===== src/rtl/sprite_pkg.sv =====
// rtl/sprite_pkg.sv - shared pose encoding, sprite_state bit indices and default sprite size
package sprite_pkg;

  typedef enum logic [1:0] {
    ST_STAND = 2'd0,
    ST_WALK  = 2'd1,
    ST_AIR   = 2'd2
  } pose_e;

  localparam int FACE_BIT = 0;
  localparam int AIR_BIT  = 1;
  localparam int MOVE_BIT = 2;

  // Also used by the red-character instance, which shares the same sprite box.
  localparam int SPR_W_DEF = 47;
  localparam int SPR_H_DEF = 60;

endpackage


===== src/rtl/sprite_anim_seq_if.sv =====
// rtl/sprite_anim_seq_if.sv - physics/pixel inputs and pose/ROM-address outputs of the sequencer
interface sprite_anim_seq_if;

  logic        move_left;
  logic        move_right;
  logic        airborne;
  logic        pix_valid;
  logic [5:0]  pix_x;
  logic [5:0]  pix_y;
  logic [2:0]  sprite_state;
  logic [1:0]  frame_sel;
  logic [13:0] rom_addr;
  logic        rom_addr_valid;

  modport master (
    output move_left, move_right, airborne, pix_valid, pix_x, pix_y,
    input  sprite_state, frame_sel, rom_addr, rom_addr_valid
  );

  modport slave (
    input  move_left, move_right, airborne, pix_valid, pix_x, pix_y,
    output sprite_state, frame_sel, rom_addr, rom_addr_valid
  );

endinterface


===== src/rtl/sprite_addr_gen.sv =====
// rtl/sprite_addr_gen.sv - two-stage sprite ROM address pipeline with horizontal mirroring
module sprite_addr_gen #(
  parameter int SPR_W = 47,
  parameter int SPR_H = 60
) (
  input  logic        clk,
  input  logic        rst,
  input  logic        i_facing,
  input  logic        i_pix_valid,
  input  logic [5:0]  i_pix_x,
  input  logic [5:0]  i_pix_y,
  output logic [13:0] o_rom_addr,
  output logic        o_rom_addr_valid
);

  localparam logic [6:0] W_LIM  = 7'(SPR_W);
  localparam logic [6:0] H_LIM  = 7'(SPR_H);
  localparam logic [5:0] W_LAST = 6'(SPR_W - 1);

  logic [5:0]  r_col;
  logic [5:0]  r_row;
  logic        r_v1;
  logic [13:0] r_addr;
  logic        r_v2;
  logic        w_in_box;
  logic [5:0]  w_col;
  logic [13:0] w_addr;

  assign w_in_box = i_pix_valid && ({1'b0, i_pix_x} < W_LIM) && ({1'b0, i_pix_y} < H_LIM);
  assign w_col    = i_facing ? i_pix_x : (W_LAST - i_pix_x);
  // Out-of-box pixels present address 0 so the ROM sees a stable value.
  assign w_addr   = r_v1 ? (14'(r_row) * 14'(SPR_W) + 14'(r_col)) : 14'd0;

  always_ff @(posedge clk) begin
    if (rst) begin
      r_col  <= '0;
      r_row  <= '0;
      r_v1   <= 1'b0;
      r_addr <= '0;
      r_v2   <= 1'b0;
    end else begin
      r_col  <= w_col;
      r_row  <= i_pix_y;
      r_v1   <= w_in_box;
      r_addr <= w_addr;
      r_v2   <= r_v1;
    end
  end

  assign o_rom_addr       = r_addr;
  assign o_rom_addr_valid = r_v2;

endmodule


===== src/rtl/sprite_anim_seq.sv =====
// rtl/sprite_anim_seq.sv - pose FSM, animation tick divider and frame counter for one sprite
module sprite_anim_seq
  import sprite_pkg::*;
#(
  parameter int SPR_W           = SPR_W_DEF,
  parameter int SPR_H           = SPR_H_DEF,
  parameter int TICK_DIV        = 6000000,
  parameter int TICKS_PER_FRAME = 4,
  parameter int NUM_FRAMES      = 4
) (
  input logic              clk,
  input logic              rst,
  sprite_anim_seq_if.slave io_spr
);

  localparam int DIV_W  = (TICK_DIV > 1) ? $clog2(TICK_DIV) : 1;
  localparam int HOLD_W = (TICKS_PER_FRAME > 1) ? $clog2(TICKS_PER_FRAME) : 1;
  localparam logic [DIV_W-1:0]  DIV_LAST   = DIV_W'(TICK_DIV - 1);
  localparam logic [HOLD_W-1:0] HOLD_LAST  = HOLD_W'(TICKS_PER_FRAME - 1);
  localparam logic [1:0]        FRAME_LAST = 2'(NUM_FRAMES - 1);

  pose_e             r_pose;
  pose_e             w_pose_nxt;
  logic              r_facing;
  logic              w_facing_nxt;
  logic [DIV_W-1:0]  r_div;
  logic [HOLD_W-1:0] r_hold;
  logic [1:0]        r_frame;
  logic              w_tick;
  logic              w_pose_chg;
  logic [2:0]        w_state;

  always_ff @(posedge clk) begin
    if (rst) begin
      r_pose   <= ST_STAND;
      r_facing <= 1'b1;
    end else begin
      r_pose   <= w_pose_nxt;
      r_facing <= w_facing_nxt;
    end
  end

  always_comb begin
    w_pose_nxt   = ST_STAND;
    w_facing_nxt = r_facing;
    if (io_spr.airborne) begin
      w_pose_nxt = ST_AIR;
    end else if (io_spr.move_left ^ io_spr.move_right) begin
      w_pose_nxt = ST_WALK;
    end
    if (io_spr.move_right && !io_spr.move_left) begin
      w_facing_nxt = 1'b1;
    end else if (io_spr.move_left && !io_spr.move_right) begin
      w_facing_nxt = 1'b0;
    end
  end

  assign w_pose_chg = (w_pose_nxt != r_pose);
  assign w_tick     = (r_div == DIV_LAST);

  // A pose change restarts the whole animation timebase, swallowing any coincident tick.
  always_ff @(posedge clk) begin
    if (rst || w_pose_chg) begin
      r_div   <= '0;
      r_hold  <= '0;
      r_frame <= '0;
    end else begin
      r_div <= w_tick ? '0 : r_div + 1'b1;
      if (w_tick && (r_pose != ST_AIR)) begin
        if (r_hold == HOLD_LAST) begin
          r_hold  <= '0;
          r_frame <= (r_frame == FRAME_LAST) ? 2'd0 : r_frame + 2'd1;
        end else begin
          r_hold <= r_hold + 1'b1;
        end
      end
    end
  end

  always_comb begin
    w_state           = '0;
    w_state[FACE_BIT] = r_facing;
    w_state[AIR_BIT]  = (r_pose == ST_AIR);
    w_state[MOVE_BIT] = (r_pose == ST_WALK);
  end

  assign io_spr.sprite_state = w_state;
  assign io_spr.frame_sel    = r_frame;

  sprite_addr_gen #(
    .SPR_W(SPR_W),
    .SPR_H(SPR_H)
  ) u_addr_gen (
    .clk             (clk),
    .rst             (rst),
    .i_facing        (r_facing),
    .i_pix_valid     (io_spr.pix_valid),
    .i_pix_x         (io_spr.pix_x),
    .i_pix_y         (io_spr.pix_y),
    .o_rom_addr      (io_spr.rom_addr),
    .o_rom_addr_valid(io_spr.rom_addr_valid)
  );

endmodule

===== src/flat_wrapper.sv =====
// flat-port wrapper written by rule: the top's interface ports become plain ports
module sprite_anim_seq_flat import sprite_pkg::*;
#(
  parameter int SPR_W           = SPR_W_DEF,
  parameter int SPR_H           = SPR_H_DEF,
  parameter int TICK_DIV        = 6000000,
  parameter int TICKS_PER_FRAME = 4,
  parameter int NUM_FRAMES      = 4
)
  (clk, rst, io_spr_move_left, io_spr_move_right, io_spr_airborne, io_spr_pix_valid, io_spr_pix_x, io_spr_pix_y, io_spr_sprite_state, io_spr_frame_sel, io_spr_rom_addr, io_spr_rom_addr_valid);
  sprite_anim_seq_if io_spr_i ();
  input logic clk;
  input logic rst;
  input wire logic [$bits(io_spr_i.move_left)-1:0] io_spr_move_left;
  input wire logic [$bits(io_spr_i.move_right)-1:0] io_spr_move_right;
  input wire logic [$bits(io_spr_i.airborne)-1:0] io_spr_airborne;
  input wire logic [$bits(io_spr_i.pix_valid)-1:0] io_spr_pix_valid;
  input wire logic [$bits(io_spr_i.pix_x)-1:0] io_spr_pix_x;
  input wire logic [$bits(io_spr_i.pix_y)-1:0] io_spr_pix_y;
  output wire logic [$bits(io_spr_i.sprite_state)-1:0] io_spr_sprite_state;
  output wire logic [$bits(io_spr_i.frame_sel)-1:0] io_spr_frame_sel;
  output wire logic [$bits(io_spr_i.rom_addr)-1:0] io_spr_rom_addr;
  output wire logic [$bits(io_spr_i.rom_addr_valid)-1:0] io_spr_rom_addr_valid;
  assign io_spr_i.move_left = io_spr_move_left;
  assign io_spr_i.move_right = io_spr_move_right;
  assign io_spr_i.airborne = io_spr_airborne;
  assign io_spr_i.pix_valid = io_spr_pix_valid;
  assign io_spr_i.pix_x = io_spr_pix_x;
  assign io_spr_i.pix_y = io_spr_pix_y;
  assign io_spr_sprite_state = io_spr_i.sprite_state;
  assign io_spr_frame_sel = io_spr_i.frame_sel;
  assign io_spr_rom_addr = io_spr_i.rom_addr;
  assign io_spr_rom_addr_valid = io_spr_i.rom_addr_valid;
  sprite_anim_seq #(.SPR_W(SPR_W), .SPR_H(SPR_H), .TICK_DIV(TICK_DIV), .TICKS_PER_FRAME(TICKS_PER_FRAME), .NUM_FRAMES(NUM_FRAMES)) u_core (.clk(clk), .rst(rst), .io_spr(io_spr_i));
endmodule

===== config.mk =====
export PLATFORM = sky130hd
export DESIGN_NAME = sprite_anim_seq_flat
export DESIGN_NICKNAME = d
export VERILOG_FILES = /design/src/rtl/sprite_pkg.sv /design/src/rtl/sprite_anim_seq_if.sv /design/src/rtl/sprite_addr_gen.sv /design/src/rtl/sprite_anim_seq.sv /design/src/flat_wrapper.sv
export SDC_FILE = /design/constraint.sdc
export NUM_CORES = 1
export LEC_CHECK = 0
export CAP_MARGIN = 5
export CORE_MARGIN = 5
export CORE_UTILIZATION = 57
export DETAILED_ROUTE_END_ITERATION = 10
export PLACE_DENSITY_LB_ADDON = 0.25
export SYNTH_ARGS = -nofsm -noshare
export SYNTH_HDL_FRONTEND = slang
export SYNTH_SLANG_ARGS = --single-unit

===== constraint.sdc =====
create_clock -name clk -period 4.8 [get_ports clk]
set_clock_uncertainty 0.1 [all_clocks]
set_input_delay 1.2 -clock clk [delete_from_list [all_inputs] [get_ports clk]]
set_output_delay 1.2 -clock clk [all_outputs]
set_load 0.01 [all_outputs]

==> reports/qor_table.md <==
| Item | Value |
|:---|:---|
| Area of the mapped netlist | 3400 um^2 |
| Via count of the first global-routing pass | 2540 |
| Biggest area consumer among synthesized cells | sky130_fd_sc_hd__dfxtp_1 |
| Post_cts resized | 0 |
| Number of nets with antenna violations after detailed routing | 0 |
| Critical path class | flop to flop |
| Layer with the highest usage after global routing | met2 |
| Register bit total from synthesis | 57 |
| Global Route Usage Sum | 18.5% |
| Final Wtd Congestion | 0.841 |
| Setup repair after global routing missed its margin | no |
| Max Freq | 252 MHz |
| Fraction of power consumed by the clock network | 34.4% |
| Leading cell types in the layout, fill and taps excluded | 57 x sky130_fd_sc_hd__dfxtp_1, 43 x sky130_fd_sc_hd__nor2_1, 41 x sky130_fd_sc_hd__ha_1 |
| Total Wirelength | 6.30 mm |
| Net count after synthesis | 435 |
| Max_cap viols | 0 |
| CTS clk-pin slew, worst paths | 0.07 ns |
| Total Negative Setup Slacks | 0 ns |
| Endpoints failing setup | 0 |
| Floorplan die area | 7610 um^2 |
| Result of the run | finished clean |
| Worst Setup Start Kind | flop |
| Kind of path behind the tightest hold check | flop to flop |
| Vias after detailed routing | 2557 |
| Minimum period implied by the final worst setup slack | 3.97 ns |
| Wire length of the first global-routing pass | 11.0 mm |
| GR Layer Usage met2 | 30.1% |
| Grt met3 use | 3.50% |
| Placement row count | 28 |
| Number of enable-type register cells in the synthesized netlist | 0 |
| Chain of cells forming the critical path | inv_1, fa_1, inv_1, ha_1, inv_1, fa_1, fa_1, inv_1, ha_1, a21o_1, a21oi_1, a21oi_1, o2111ai_1, a21oi_1 |
| Fraction of power consumed by sequential logic | 40.4% |
| Peak fanout along the critical path | 6 |
| Avg Inst Size Synth | 9.42 um^2 |
| Die height | 87.2 um |
| Power density cells | 309 nW/um^2 |
| Count of mapped cells out of synthesis | 361 |
| Hold Vio Cnt, Final | 0 |
| Final clock period utilization by the worst path | 82.7% |
| Placeable core region | 5850 um^2 |
| Switching Power | 0.000366 W |
| Maximum single-stage delay on the critical path | 0.52 ns |
| Layout cells sized above 1 | 5.72% |
| Met1 Use GR | 23.1% |
| Antenna violations before repair | 0 |
| Switching share of total power | 29.7% |
| Most common cell after layout, fill and taps aside | sky130_fd_sc_hd__dfxtp_1 |
| Worst path slowest cell | sky130_fd_sc_hd__fa_1 |
| Number of nets in the layout | 471 |
| Post-synthesis cell type count | 46 |
| CTS tree | done |
| Setup bufs post-CTS | 0 |
| Total grt overflow | 0 |
| Clk root buf | sky130_fd_sc_hd__clkbuf_8 |
| Share of the synthesized area in the top cell type | 33.6% |
| Number of buffers added by the clock tree synthesis step | 9 |
| Final Max Slew Viols | 0 |
| DRT iter0 DRCs | 102 |
| Routed wirelength normalized by instance count | 13.2 um |
| Post-detailed-placement half-perimeter wirelength | 4.89 mm |
| Share of the yosys chip area belonging to registers | 33.6% |
| Ys flop type | sky130_fd_sc_hd__dfxtp_1 |
| Synth-to-Final Area Change | 17.4% |
| Share of async-settable or async-resettable flops after synthesis | 0% |
| Hold Buf Count CTS | 0 |
| Required arrival time at the worst endpoint | 4.90 ns |
| Share of power burned in combinational logic | 25.2% |
| Number of warning messages in the yosys log | 0 |
| Maximum buffer depth of the clock tree | 2 |
| Port buffer count | 36 |
| First-pass detailed-route iteration total | 4 |
| P_leak | 1.79 nW |
| Final core utilization | 68.2% |
| Maximum number of pins on one net before global-route repair | 22 |
| Crit path arrival time | 4.07 ns |
| Initial core utilization | 58.1% |
| IR drop worst, VDD | 0.197 mV |
| Detailed-route DRC error count | 0 |
| Number of H-tree branching levels | 3 |
| Die span in x | 87.2 um |
| Clock latency reported for the late side of the worst-skew pair | 0.33 ns |
| Count of clock tree sinks | 57 |
| Worst setup EP type | flop |
| Transition time at the pin with the least slew margin | 0.702 ns |
| Number of top-level design ports | 38 |
| Hold Slack | 0.346 ns |
| Internal Pwr Total | 0.000866 W |
| Most used cell, CP | sky130_fd_sc_hd__inv_1 |
| Per-cell via count in the routed design | 5.36 |
| Diode insertion count for antenna repair | 0 |
| Dominant cells by area after synthesis | sky130_fd_sc_hd__dfxtp_1 34%, sky130_fd_sc_hd__ha_1 15%, sky130_fd_sc_hd__fa_1 8.8% |
| Headroom to the max-slew limit | 53.1% |
## cell families (layout without fill, tap and decap cells)
family	count (synthesis)	in the layout	synth area share [%]
other cells	1	1	0.110
simple gates	130	130	21.5
mux	4	4	1.18
xor+xnor	30	30	7.73
flops	57	57	33.6
compound gates	35	35	6.44
buf+inv	48	89	5.59
fa+ha+maj	56	56	23.9
## flip-flops by register name, summed over array words and instances (netlist names)
signal,cells
u_core.r_pose,2
u_core.r_hold,2
u_core.u_addr_gen.o_rom_addr_valid,1
u_core.r_div,23
u_core.r_facing,1
u_core.u_addr_gen.r_v1,1
u_core.u_addr_gen.o_rom_addr,13
u_core.u_addr_gen.r_row,6
u_core.io_spr.frame_sel,2
u_core.u_addr_gen.r_col,6
## metal layers
metal / wire, um / up-vias
met2: 3020 / 54
met4: 180 / 0
met3: 306 / 16
met1: 2800 / 1204
met5: 0 / -
li1: - / 1283
## per-stage QoR
step | instance area [um^2] | total power (W) | cells | setup slack (ns)
final | 3990 | 0.00123 | 477 | 0.833
after global routing | 3990 | 0.00131 | 477 | 0.643
after CTS | 3990 | 0.00124 | 477 | 0.859
after detailed placement | 3800 | 0.000815 | 461 | 0.876
after global placement | 3800 | 0.000805 | 461 | 1.01
after floorplan | 3400 | 0.000735 | 361 | 1.16
## cell usage after synthesis, types with 2 or more instances
master,count
sky130_fd_sc_hd__and3_1,7
sky130_fd_sc_hd__a21o_1,6
sky130_fd_sc_hd__dfxtp_1,57
sky130_fd_sc_hd__ha_1,41
sky130_fd_sc_hd__buf_4,2
sky130_fd_sc_hd__a21oi_1,10
sky130_fd_sc_hd__nand4_1,8
sky130_fd_sc_hd__inv_1,37
sky130_fd_sc_hd__buf_2,2
sky130_fd_sc_hd__o21ai_0,8
sky130_fd_sc_hd__nor3_1,9
sky130_fd_sc_hd__nor2_1,43
sky130_fd_sc_hd__mux2i_1,4
sky130_fd_sc_hd__nand2_1,16
sky130_fd_sc_hd__nand3_1,12
sky130_fd_sc_hd__o21a_1,2
sky130_fd_sc_hd__nor2b_1,9
sky130_fd_sc_hd__clkbuf_1,7
sky130_fd_sc_hd__nor4_1,4
sky130_fd_sc_hd__xor2_1,15
sky130_fd_sc_hd__a211oi_1,3
sky130_fd_sc_hd__a31oi_1,2
sky130_fd_sc_hd__nor4_4,2
sky130_fd_sc_hd__and2_1,4
sky130_fd_sc_hd__or3_1,2
sky130_fd_sc_hd__fa_1,15
sky130_fd_sc_hd__xnor2_1,15
## layout make-up
class                           count  area (um^2)
Clock inverter                      5         56.3
Fill cell                         474         1860
Sequential cell                    57         1140
Clock buffer                       11          131
Timing Repair Buffer               36          360
Multi-Input combinational cell    256         2070
Inverter                           37          139
Tap cell                           75         93.8
## power by group through the flow
stage	Clock [W]	Sequential, W	Combinational [W]
global route	0.000459	0.000499	0.000351
global placement	0	0.000508	0.000297
CTS	0.000433	0.000498	0.000313
floorplan	0	0.000509	0.000226
detailed placement	0	0.000508	0.000307
finish	0.000424	0.000498	0.000310
## worst max-delay path: cells and delay by family (launching register included)
| family | cells | cell delay, ns |
|---|---|---|
| fa+ha+maj | 5 | 2.15 |
| buf+inv | 4 | 0.25 |
| flops | 1 | 0.41 |
| compound gates | 5 | 0.94 |
## worst paths after layout
check,startpoint,to,slack [ns],cells past startpoint
setup / recovery,u_core.u_addr_gen.r_row[3],u_core.u_addr_gen.o_rom_addr[12],0.83,14
hold reg to reg,u_core.r_div[0],u_core.r_div[0],0.35,1
setup reg to reg,u_core.u_addr_gen.r_row[3],u_core.u_addr_gen.o_rom_addr[12],0.83,14
hold / removal,u_core.r_div[0],u_core.r_div[0],0.35,1
Power figures use the tool's default switching activity.
==> variant 1 (same settings) <==
`TICKS_PER_FRAME` is set to 4 in 2 places; all go to 8.
--- a/src/rtl/sprite_anim_seq.sv
+++ b/src/rtl/sprite_anim_seq.sv
@@ -5,7 +5,7 @@
   parameter int SPR_W           = SPR_W_DEF,
   parameter int SPR_H           = SPR_H_DEF,
   parameter int TICK_DIV        = 6000000,
-  parameter int TICKS_PER_FRAME = 4,
+  parameter int TICKS_PER_FRAME = 8,
   parameter int NUM_FRAMES      = 4
 ) (
   input logic              clk,
--- a/src/flat_wrapper.sv
+++ b/src/flat_wrapper.sv
@@ -4,7 +4,7 @@
   parameter int SPR_W           = SPR_W_DEF,
   parameter int SPR_H           = SPR_H_DEF,
   parameter int TICK_DIV        = 6000000,
-  parameter int TICKS_PER_FRAME = 4,
+  parameter int TICKS_PER_FRAME = 8,
   parameter int NUM_FRAMES      = 4
 )
   (clk, rst, io_spr_move_left, io_spr_move_right, io_spr_airborne, io_spr_pix_valid, io_spr_pix_x, io_spr_pix_y, io_spr_sprite_state, io_spr_frame_sel, io_spr_rom_addr, io_spr_rom_addr_valid);
Check against the original RTL: same outputs for any inputs over 10 cycles, from zero or initial values and one cycle with rst high; that may be too few to reach the edited logic, so the function may still have changed.
==> variant 1 against the original RTL <==
- synthesized area decreased by 1.5%
- sequential power increased by 2%
- design area decreased by 1.8%
- largest cell class unchanged
- wire length decreased by 5.5%
- combinational power decreased by 3%
- setup slack improved by 0.14 ns
- sequential cell count increased by 1
- final cell count decreased by 0.84%
- largest power group unchanged
- count of clock-buffer cells in the layout increased by 2
- total power decreased by 3.6%
- non-clock buffer count unchanged
- sequential share of layout area increased by 1.0 points
- worst hold slack got worse by 0.0040 ns
==> variant 1: results <==
set metrics [dict create \
    status "complete, no violations" \
    timing.critical_path.slowest_stage_cell "fa_1" \
    leakage_nw 1.73 \
    place_area_sq_mm 0.00375 \
    routabilityCongestion 0.843 \
    post_cts_buffers 0 \
    numPortBuffers 36 \
    clock_latency_ns 0.33 \
    first_iter_violations 61 \
    worstPathMaxFanout 6 \
    ys_warn_count 0 \
    min_path_type "reg -> reg" \
    synthArstFlopShare_pct 0 \
    track_usage_pct 17.9 \
    slowest_delay_ns 0.54 \
    drv_cap 0 \
    dp_hpwl_microns 4670 \
    syn-num-nets 431 \
    cts-root-buf "clkbuf_8" \
    fill_cells 499 \
    maxSlewHeadroom_pct 54.9 \
    grt_pass1_wl_microns 10400 \
    avgViaCountPerCell 5.20 \
    ys_types 40 \
    synth_area_leaders "dfxtp_1 (35%), ha_1 (16%), fa_1 (9.0%)" \
    htree_levels 3 \
    crit_arrival_ns 3.99 \
    antenna_found_initial 0 \
    yosysSeqAreaShare_pct 34.7 \
    cts_buffer_depth 2 \
    grt_pass1_vias 2432 \
    ctsHoldBuffers 0 \
    n_antenna_cell 0 \
    cts_resized 0 \
    peakVddDrop_mv 0.193 \
    drive_gt1_share_pct 4.52 \
    yosys-top-cells-count "dfxtp_1 (58), nor2_1 (46), ha_1 (42), inv_1 (30), nand2_1 (19)" \
    cts_buffers 9 \
    largest_reg_flops 23 \
    top_register "u_core.r_div" \
    wl_per_cell_microns 12.6 \
    nets 468 \
    path_clk_slew_ns 0.06 \
    grt_max_degree 23 \
    dp_worst_setup_slack_ns 0.960 \
    firstDrtPassIters 4 \
]
-- variant 1: cell type report --
class                      instances  area [sq um]  share of cell area (%)
clock buffer                      13           149                    3.80
clock inverter                     3          15.0                   0.383
inverter                          30           113                    2.87
multi-input combinational        258          2030                    51.7
sequential                        58          1160                    29.6
tap                               75          93.8                    2.40
timing repair buffer              36           360                    9.20
-- variant 1: through the flow --
stage | hold slack (ns) | instances
detailed placement | 0.343 | 457
global route | 0.390 | 473
floorplan | 0.318 | 356
global placement | 0.334 | 457
CTS | 0.351 | 473
finish | 0.342 | 473
-- variant 1: routing by layer --
metal / up-vias / GRT usage, % / share of wire, %
li1: 1270 / - / -
met1: 1143 / 19.2 / 42
met2: 36 / 32.5 / 52
met3: 10 / 5.51 / 3.9
met4: 0 / 7.22 / 1.5
met5: - / 0 / 0
-- variant 1: critical path: cells and delay by family, from the launching register on --
kind	cells	cell delay [ns]
compound gates	4	0.74
fa+ha+maj	5	2.17
buf+inv	4	0.25
flops	1	0.38
simple gates	1	0.11
-- variant 1: cell families (layout without fill, tap and decap cells) --
group	Yosys count	count (layout)	synth area share, %
AO/OA/AOI/OAI	36	36	6.69
XOR/XNOR	30	30	7.85
adder cells (fa/ha/maj)	57	57	24.7
buffers and inverters	40	82	4.82
flip-flops	58	58	34.7
multiplexers	5	5	1.49
other	1	1	0.112
AND/OR/NAND/NOR	129	129	19.7
-- variant 1: power by group --
part,switching [mW],internal [mW]
Sequential,0.00953,0.496
Clock,0.182,0.199
Combinational,0.164,0.136
-- variant 1: final timing paths --
path	start	end	slack (ns)	cells past startpoint
max	u_core.u_addr_gen.r_row[2]	u_core.u_addr_gen.o_rom_addr[8]	0.97	14
min	u_core.r_div[0]	u_core.r_div[0]	0.34	1
max reg2reg	u_core.u_addr_gen.r_row[2]	u_core.u_addr_gen.o_rom_addr[8]	0.97	14
min reg2reg	u_core.r_div[0]	u_core.r_div[0]	0.34	1
==> variant 2 (config.mk and constraints unchanged) <==
Without the edit above. `r_addr` no longer has a reset.
--- a/src/rtl/sprite_addr_gen.sv
+++ b/src/rtl/sprite_addr_gen.sv
@@ -36,15 +36,17 @@
       r_col  <= '0;
       r_row  <= '0;
       r_v1   <= 1'b0;
-      r_addr <= '0;
       r_v2   <= 1'b0;
     end else begin
       r_col  <= w_col;
       r_row  <= i_pix_y;
       r_v1   <= w_in_box;
-      r_addr <= w_addr;
       r_v2   <= r_v1;
     end
+  end
+
+  always_ff @(posedge clk) begin
+    r_addr <= w_addr;
   end
 
   assign o_rom_addr       = r_addr;
Check against the original RTL: differs if rst is asserted again (counterexample within 4 cycles, from zero or initial values and one cycle with rst high); with rst held inactive, the same outputs for 10 cycles.
==> variant 2 against the original RTL <==
- highest routed layer unchanged
- largest cell class unchanged
- critical path depth unchanged
- sequential cell count did not move
- worst hold slack better by 0.012 ns
- setup slack got worse by 0.026 ns
- synthesized cell count fell by 1.1%
- synthesized area down 0.92%
- total power rose by 9.0%
- sequential power rose by 2%
- design area is 0.60% higher
- wire length down 2.4%
- final cell count unchanged
- largest power group is now clock
- fmax fell by 0.65%
==> variant 2: results <==
set metrics [dict create \
    status "complete, no violations" \
    yosysSeqAreaShare_pct 33.9 \
    synth_area_leaders "dfxtp_1 (34%), ha_1 (15%), fa_1 (8.9%)" \
    routabilityCongestion 0.823 \
    synth_compound_area_share_pct 6.72 \
    dp_hpwl_microns 4670 \
    yosys-top-cells-count "dfxtp_1 (57), nor2_1 (42), ha_1 (41), inv_1 (41), xnor2_1 (18)" \
    avgViaCountPerCell 5.16 \
    worstPathMaxFanout 5 \
    reg2reg_setup_slack_ns 0.81 \
    leakage_nw 1.77 \
    firstDrtPassIters 4 \
    synth_xor_area_share_pct 8.06 \
    track_usage_pct 18.5 \
    signal_buffers 36 \
    final-nonclk-buf-share_pct 8.98 \
    fin_hold_ws_ns 0.358 \
    multi_input_area_share_pct 50.7 \
    muxShareOfSynthArea_pct 1.52 \
    dp_worst_setup_slack_ns 0.836 \
    min_path_cells 1 \
    ys_types 47 \
    p_int_mw 0.966 \
    sh_seq_area_pct 28.4 \
    multi_input_area_sq_mm 0.00204 \
    syn_area_per_cell_sq_um 9.43 \
    numPortBuffers 36 \
    clk_share_pct 5.70 \
    drive_gt1_share_pct 5.47 \
    grt_pass1_vias 2573 \
    post-route-period-util_pct 83.2 \
    synth_fa_ha_area_share_pct 24.1 \
    ys_ff_latch 57 \
    first_iter_violations 74 \
    peakVddDrop_mv 0.211 \
    crit_arrival_ns 4.13 \
    clockBufferCount 12 \
    maxSlewHeadroom_pct 45.3 \
    nonClockInverterCount 41 \
    wl_microns 6150 \
    regToRegEndpoint "u_core.u_addr_gen.o_rom_addr[11]" \
    syn-num-nets 431 \
    post-route-util_pct 69.0 \
    place_area_sq_mm 0.00378 \
    fill_cells 483 \
    multiInputCombCellCount 252 \
    vias 2463 \
]
==> variant 2: cell types whose count changed after synthesis, sizes merged, moves of 3 or more <==
cell,unedited run,this run
and2,4,11
xnor2,15,18
nand2,16,13
inv,37,41
clkbuf,7,2
nor4,7,2
==> variant 2: per-layer routing <==
layer	GRT usage, %	up-vias	part of all wire, %
met5	0	-	0
met4	7.51	0	1.9
met3	4.54	12	3.9
met2	31.3	39	49
met1	22.4	1145	45
li1	-	1267	-
==> variant 2: critical path, delay by kind of cell, from the launching register on <==
family	cells	cell delay, ns
simple gates	1	0.15
buf+inv	4	0.26
flops	1	0.41
xor+xnor	1	0.08
fa+ha+maj	5	2.15
compound gates	3	0.73
==> variant 2: worst max-delay path by stage <==
stage	startpoint	endpoint	depth (start not counted)
3_5_place_dp	u_core.u_addr_gen.r_row[3]	u_core.u_addr_gen.o_rom_addr[11]	14
3_3_place_gp	u_core.u_addr_gen.r_row[3]	u_core.u_addr_gen.o_rom_addr[11]	14
2_1_floorplan	u_core.u_addr_gen.r_row[3]	u_core.u_addr_gen.o_rom_addr[11]	14
4_1_cts	u_core.u_addr_gen.r_row[3]	u_core.u_addr_gen.o_rom_addr[11]	14
6_report	u_core.u_addr_gen.r_row[3]	u_core.u_addr_gen.o_rom_addr[11]	14
5_1_grt	u_core.u_addr_gen.r_row[3]	u_core.u_addr_gen.o_rom_addr[11]	14
==> variant 2: power by group through the flow <==
stage	Clock, mW	Sequential [mW]	Combinational [mW]
finish	0.515	0.506	0.323
global route	0.543	0.508	0.370
CTS	0.524	0.506	0.325
detailed placement	0	0.516	0.315
global placement	0	0.515	0.306
floorplan	0	0.519	0.220
